===== config.mk =====
export PLATFORM = sky130hd
export DESIGN_NAME = joy_db15_tx
export DESIGN_NICKNAME = d
export VERILOG_FILES = /design/src/rtl/joy_db15_tx.sv
export SDC_FILE = /design/constraint.sdc
export NUM_CORES = 1
export LEC_CHECK = 0
export BUFFER_PORTS_ARGS = -buffer_cell sky130_fd_sc_hd__buf_2
export CAP_MARGIN = 20
export CORE_MARGIN = 10
export CORE_UTILIZATION = 45
export DETAILED_ROUTE_END_ITERATION = 8
export GPL_TIMING_DRIVEN = 1
export PLACE_DENSITY = 0.7
export SLEW_MARGIN = 20
export SYNTH_ARGS = -nofsm -noshare
export SYNTH_HDL_FRONTEND = slang
export SYNTH_SLANG_ARGS = --single-unit

===== constraint.sdc =====
create_clock -name clk -period 1.2 [get_ports clk]
set_input_delay 0 -clock clk [delete_from_list [all_inputs] [get_ports clk]]
set_output_delay 0 -clock clk [all_outputs]
set_load 0.01 [all_outputs]

===== src/rtl/joy_db15_tx.sv =====
// Device end of the DB15 JOY_CLK/JOY_LOAD/JOY_DATA shift chain (74HC165-style PISO emulation).
// Optional JOY_DB15_TX_FILTER_EN: synchronized levels must hold 2 clk before acceptance (+2 clk latency).
module joy_db15_tx #(
    parameter int WIDTH = 12
) (
    input  logic             clk,
    input  logic             reset,
    input  logic [WIDTH-1:0] joystick1,
    input  logic [WIDTH-1:0] joystick2,
    input  logic             JOY_CLK,
    input  logic             JOY_LOAD,
    output logic             JOY_DATA,
    output logic             frame_stb,
    output logic             busy
);

    localparam int CHAIN = 2 * WIDTH;
    localparam int CW    = $clog2(CHAIN + 1);
    localparam logic [CW-1:0] CNT_MAX  = CW'(CHAIN);
    localparam logic [CW-1:0] CNT_LAST = CW'(CHAIN - 1);

    logic             jclk_s1_q, jclk_s1_d, jclk_s2_q, jclk_s2_d;
    logic             jload_s1_q, jload_s1_d, jload_s2_q, jload_s2_d;
    logic             jclk_prev_q, jclk_prev_d;
    logic [CHAIN-1:0] chain_q, chain_d;
    logic [CW-1:0]    cnt_q, cnt_d;
    logic             data_q, data_d;
    logic             stb_q, stb_d;
    logic             armed_q, armed_d;
    logic             clk_lvl, load_lvl, clk_rise;

`ifdef JOY_DB15_TX_FILTER_EN
    logic jclk_f_q, jclk_f_d, jclk_pend_q, jclk_pend_d;
    logic jload_f_q, jload_f_d, jload_pend_q, jload_pend_d;
`endif

    always_comb begin
        jclk_s1_d  = JOY_CLK;
        jclk_s2_d  = jclk_s1_q;
        jload_s1_d = JOY_LOAD;
        jload_s2_d = jload_s1_q;
`ifdef JOY_DB15_TX_FILTER_EN
        // A mismatch must be seen on two consecutive cycles before the level flips.
        jclk_f_d     = jclk_f_q;
        jclk_pend_d  = 1'b0;
        if (jclk_s2_q != jclk_f_q) begin
            if (jclk_pend_q) jclk_f_d = jclk_s2_q;
            else             jclk_pend_d = 1'b1;
        end
        jload_f_d    = jload_f_q;
        jload_pend_d = 1'b0;
        if (jload_s2_q != jload_f_q) begin
            if (jload_pend_q) jload_f_d = jload_s2_q;
            else              jload_pend_d = 1'b1;
        end
        clk_lvl  = jclk_f_q;
        load_lvl = jload_f_q;
`else
        clk_lvl  = jclk_s2_q;
        load_lvl = jload_s2_q;
`endif
        jclk_prev_d = clk_lvl;
        clk_rise    = clk_lvl & ~jclk_prev_q;

        chain_d = chain_q;
        cnt_d   = cnt_q;
        data_d  = data_q;
        armed_d = armed_q;
        stb_d   = 1'b0;

        // Load has priority over a coincident clock edge, and edges during load are ignored.
        if (!load_lvl) begin
            chain_d = {joystick2, joystick1};
            cnt_d   = '0;
            data_d  = ~joystick1[0];
            armed_d = 1'b1;
        end else if (clk_rise && armed_q && (cnt_q < CNT_MAX)) begin
            chain_d = {1'b0, chain_q[CHAIN-1:1]};
            cnt_d   = cnt_q + CW'(1);
            data_d  = ~chain_q[1];
            stb_d   = (cnt_q == CNT_LAST);
        end
    end

    always_ff @(posedge clk) begin
        if (reset) begin
            jclk_s1_q   <= 1'b1;
            jclk_s2_q   <= 1'b1;
            jload_s1_q  <= 1'b1;
            jload_s2_q  <= 1'b1;
            jclk_prev_q <= 1'b1;
            chain_q     <= '0;
            cnt_q       <= '0;
            data_q      <= 1'b1;
            stb_q       <= 1'b0;
            armed_q     <= 1'b0;
        end else begin
            jclk_s1_q   <= jclk_s1_d;
            jclk_s2_q   <= jclk_s2_d;
            jload_s1_q  <= jload_s1_d;
            jload_s2_q  <= jload_s2_d;
            jclk_prev_q <= jclk_prev_d;
            chain_q     <= chain_d;
            cnt_q       <= cnt_d;
            data_q      <= data_d;
            stb_q       <= stb_d;
            armed_q     <= armed_d;
        end
    end

`ifdef JOY_DB15_TX_FILTER_EN
    always_ff @(posedge clk) begin
        if (reset) begin
            jclk_f_q     <= 1'b1;
            jclk_pend_q  <= 1'b0;
            jload_f_q    <= 1'b1;
            jload_pend_q <= 1'b0;
        end else begin
            jclk_f_q     <= jclk_f_d;
            jclk_pend_q  <= jclk_pend_d;
            jload_f_q    <= jload_f_d;
            jload_pend_q <= jload_pend_d;
        end
    end
`endif

    // Busy needs a load since reset, so a reset mid-frame does not look like a live frame.
    assign busy      = armed_q && load_lvl && (cnt_q < CNT_MAX);
    assign JOY_DATA  = data_q;
    assign frame_stb = stb_q;

endmodule


==> impl_metrics.env <==
export IMPL_yosysTopAreaCellShare_pct=46.1
export IMPL_fp_dieH_microns=79.0
export IMPL_crit_chain="a21boi_4 > buf_6 > and2_4 > buf_6"
export IMPL_vias_per_cell=5.48
export IMPL_layout_cells_non_filler=305
export IMPL_synth_mux_area_share_pct=0
export IMPL_postRouteAntennaNets=0
export IMPL_final_period_utilization_pct=109
export IMPL_hold_path_depth=2
export IMPL_ys_warn_count=0
export IMPL_min_period_ns=1.31
export IMPL_fin_skew_ns=0.0110
export IMPL_via_count=1672
export IMPL_design_core_area_sq_um=3340
export IMPL_htreeDepth=2
export IMPL_clock_fmax_mhz=765
export IMPL_clock_latency_ns=0.33
export IMPL_clk_pin_slew_worst_paths_ns=0.11
export IMPL_worstRegToRegCells=5
export IMPL_critPathMaxStageDelay_ns=0.36
export IMPL_yosys_area_share_simple_pct=20.6
export IMPL_cp_slowest_cell="dfxtp_2"
export IMPL_nets=287
export IMPL_first_global_vias=1656
export IMPL_worstSetupEndpointType="primary output"
export IMPL_ys_seq_area_share_pct=46.1
export IMPL_syn_nets=214
export IMPL_globalRouteTotalUtil_pct=14.4
export IMPL_multiInputGateArea_sq_um=936
export IMPL_max_cap_violations=0
export IMPL_synth_top_family_by_area="compound AO/OA/AOI/OAI gates"
export IMPL_synthAdderAreaFrac_pct=0.800
export IMPL_post_dp_hpwl_mm=2.78
export IMPL_cp_top_family="flip-flops"
export IMPL_fill_cells=244
export IMPL_ys_top_cells_by_area="dfxtp_1, a311oi_1, nand3_1"
export IMPL_critPathBufInv=2
export IMPL_cp_required_ns=1.20
export IMPL_power_mw=2.31
export IMPL_syn_area_sq_um=1560
export IMPL_firstDrtPassIters=4
export IMPL_grt_first_pass_wirelength_mm=7.48
export IMPL_hold_ws_ns=0.0482
export IMPL_port_buffers=30
export IMPL_cp_start_kind="flip-flop"
export IMPL_fin_util_pct=75.1
export IMPL_setup_viol=19
export IMPL_crit_type="flip-flop to primary output"
export IMPL_synth_compound_area_share_pct=26.2
export IMPL_hold_violations=0
export IMPL_antenna_found_initial=0
export IMPL_layout_drive_gt1_share_pct=42.5
export IMPL_regArea_sq_um=733
export IMPL_rsz0062_at_grt="true"
export IMPL_ys_types=27
export IMPL_area_growth_pct=60.2
export IMPL_clock_sinks=36
export IMPL_synth_top_area_cell="dfxtp_1"
export IMPL_violations="negative setup slack"
export IMPL_drc=0
export IMPL_placedCellCount=263
export IMPL_postSynthAreaPerCell_sq_um=8.45
export IMPL_fin_ws_ns=-0.108
export IMPL_yosys_area_share_xor_xnor_pct=0
export IMPL_die_area_sq_um=6230
export IMPL_path_max_fanout=5
export IMPL_cts_root_buffer_cell="clkbuf_4"
export IMPL_outcome="finished, violations left"
export IMPL_cts_tree="done"
export IMPL_arrival_ns=1.31
export IMPL_final_max_slew_viol_count=0
export IMPL_start_util_pct=46.9
export IMPL_wirelength_mm=4.62
export IMPL_max_slew_margin_rel_pct=81.3
export IMPL_antenna_cells=0
export IMPL_ys_ff_latch=36
export IMPL_io_pins=31
export IMPL_postSynthCellCount=185
export IMPL_numCtsBuffers=5
export IMPL_gr_total_overflow=0
export IMPL_worst_pin_slew_ns=0.278
export IMPL_wl_per_cell_microns=15.2
export IMPL_power_density_nw_per_um2=923
export IMPL_hp_class="primary input to flip-flop"
export IMPL_grt_max_degree=27
export IMPL_clockBufferDepth=2
export IMPL_peakVddDrop_v=0.000690
export IMPL_die_w_microns=79.0
export IMPL_p_leak_nw=0.908
export IMPL_drtIter0Drc=184
export IMPL_rows=21
export IMPL_crit_top_cell="buf_6"
export IMPL_place_congestion=0.779
export IMPL_path_depth=4
==> registers in the layout (all words and copies together), names as in the netlist <==
signal	cells
frame_stb	1
clk_lvl	1
jclk_prev_q	1
chain_q	23
JOY_DATA	1
jload_s1_q	1
jload_s2_q	1
armed_q	1
jclk_s1_q	1
cnt_q	5
==> layout by cell type, fill, tap and decap left out, types with 3 or more instances in the layout <==
master         count
a21oi_1            3
a21oi_2            3
a311oi_1          15
a311oi_2           7
buf_12             3
buf_2             29
buf_4             19
buf_6              8
clkbuf_4           5
dfxtp_1           30
dfxtp_2            4
dlygate4sd3_1     26
nand3_1           12
nand3_2           12
nor2_1            24
o21ai_0           16
o21ai_1            7
or2_2              5
==> final cells by class <==
cell class,count,area share (%)
multi-input cells,127,37.3
flip-flops and latches,36,29.3
repair buffers,86,28.5
clock buffers,8,2.35
well taps,46,2.30
inverters,2,0.300
==> cells by family (layout without fill, tap and decap cells) <==
kind of cell	after synthesis	after routing
buffers and inverters	22	96
AOI/OAI and AO/OA	60	60
and+or+nand+nor	66	66
adders and majority gates	1	1
DFF	36	36
==> timing repair <==
item / CTS / global route
pin swaps: 8 / 20
hold endpoints to repair: 26 / 0
hold buffers: 26 / 0
gates resized for setup: 17 / 46
setup buffers: 4 / 4
setup endpoints to repair: 29 / 29
==> report_power, final <==
group	internal, mW	switching [mW]
Sequential	1.24	0.0325
Combinational	0.208	0.163
Clock	0.289	0.378
==> worst reg2reg max path, cell delays in order (launching register included) <==
cell and delay, ns:
dfxtp_2 0.36, a21boi_4 0.26, buf_6 0.14, buf_4 0.11, nand3_2 0.07, a311oi_1 0.27
==> metrics by stage <==
step           setup TNS [ns]  cell area [sq um]  setup WS, ns
3_3_place_gp           -0.279               1880       -0.0447
6_report                -1.07               2510        -0.108
4_1_cts                 -1.12               2300        -0.113
3_5_place_dp            -1.81               1880        -0.146
2_1_floorplan          -0.379               1570       -0.0897
5_1_grt                 -2.36               2510        -0.161
==> synth_stat cells <==
cell / count
a311o_1: 1
nand3_1: 25
a21boi_2: 1
ha_1: 1
o31ai_1: 2
buf_6: 1
nor2_1: 24
a21oi_1: 6
a31oi_1: 1
clkbuf_1: 12
and3_1: 2
nor4_1: 1
o21ai_0: 24
a311oi_1: 22
a21bo_1: 1
buf_2: 7
or4_1: 2
dfxtp_1: 36
nor2b_1: 1
or2_2: 5
inv_1: 2
or3_1: 1
nand2_1: 1
o211ai_1: 1
a21o_1: 1
nand2b_1: 3
and2_1: 1
==> final timing paths <==
path | start | to | slack [ns]
setup / recovery | armed_q$_SDFFE_PP0N_ | busy | -0.11
hold / removal | reset | chain_q[15]$_SDFFE_PP0P_ | 0.05
setup reg to reg | armed_q$_SDFFE_PP0N_ | chain_q[11]$_SDFFE_PP0P_ | -0.09
hold reg to reg | jload_s1_q$_SDFF_PP1_ | jload_s2_q$_SDFF_PP1_ | 0.42
==> metal layers <==
layer / global-route usage [%] / share of wire [%] / vias to the layer above
met1: 16.4 / 44 / 788
met4: 5.20 / 0.58 / 0
met3: 4.17 / 5.0 / 4
met5: 0 / 0 / -
li1: - / - / 829
met2: 25.0 / 51 / 51
Power figures use the tool's default switching activity.
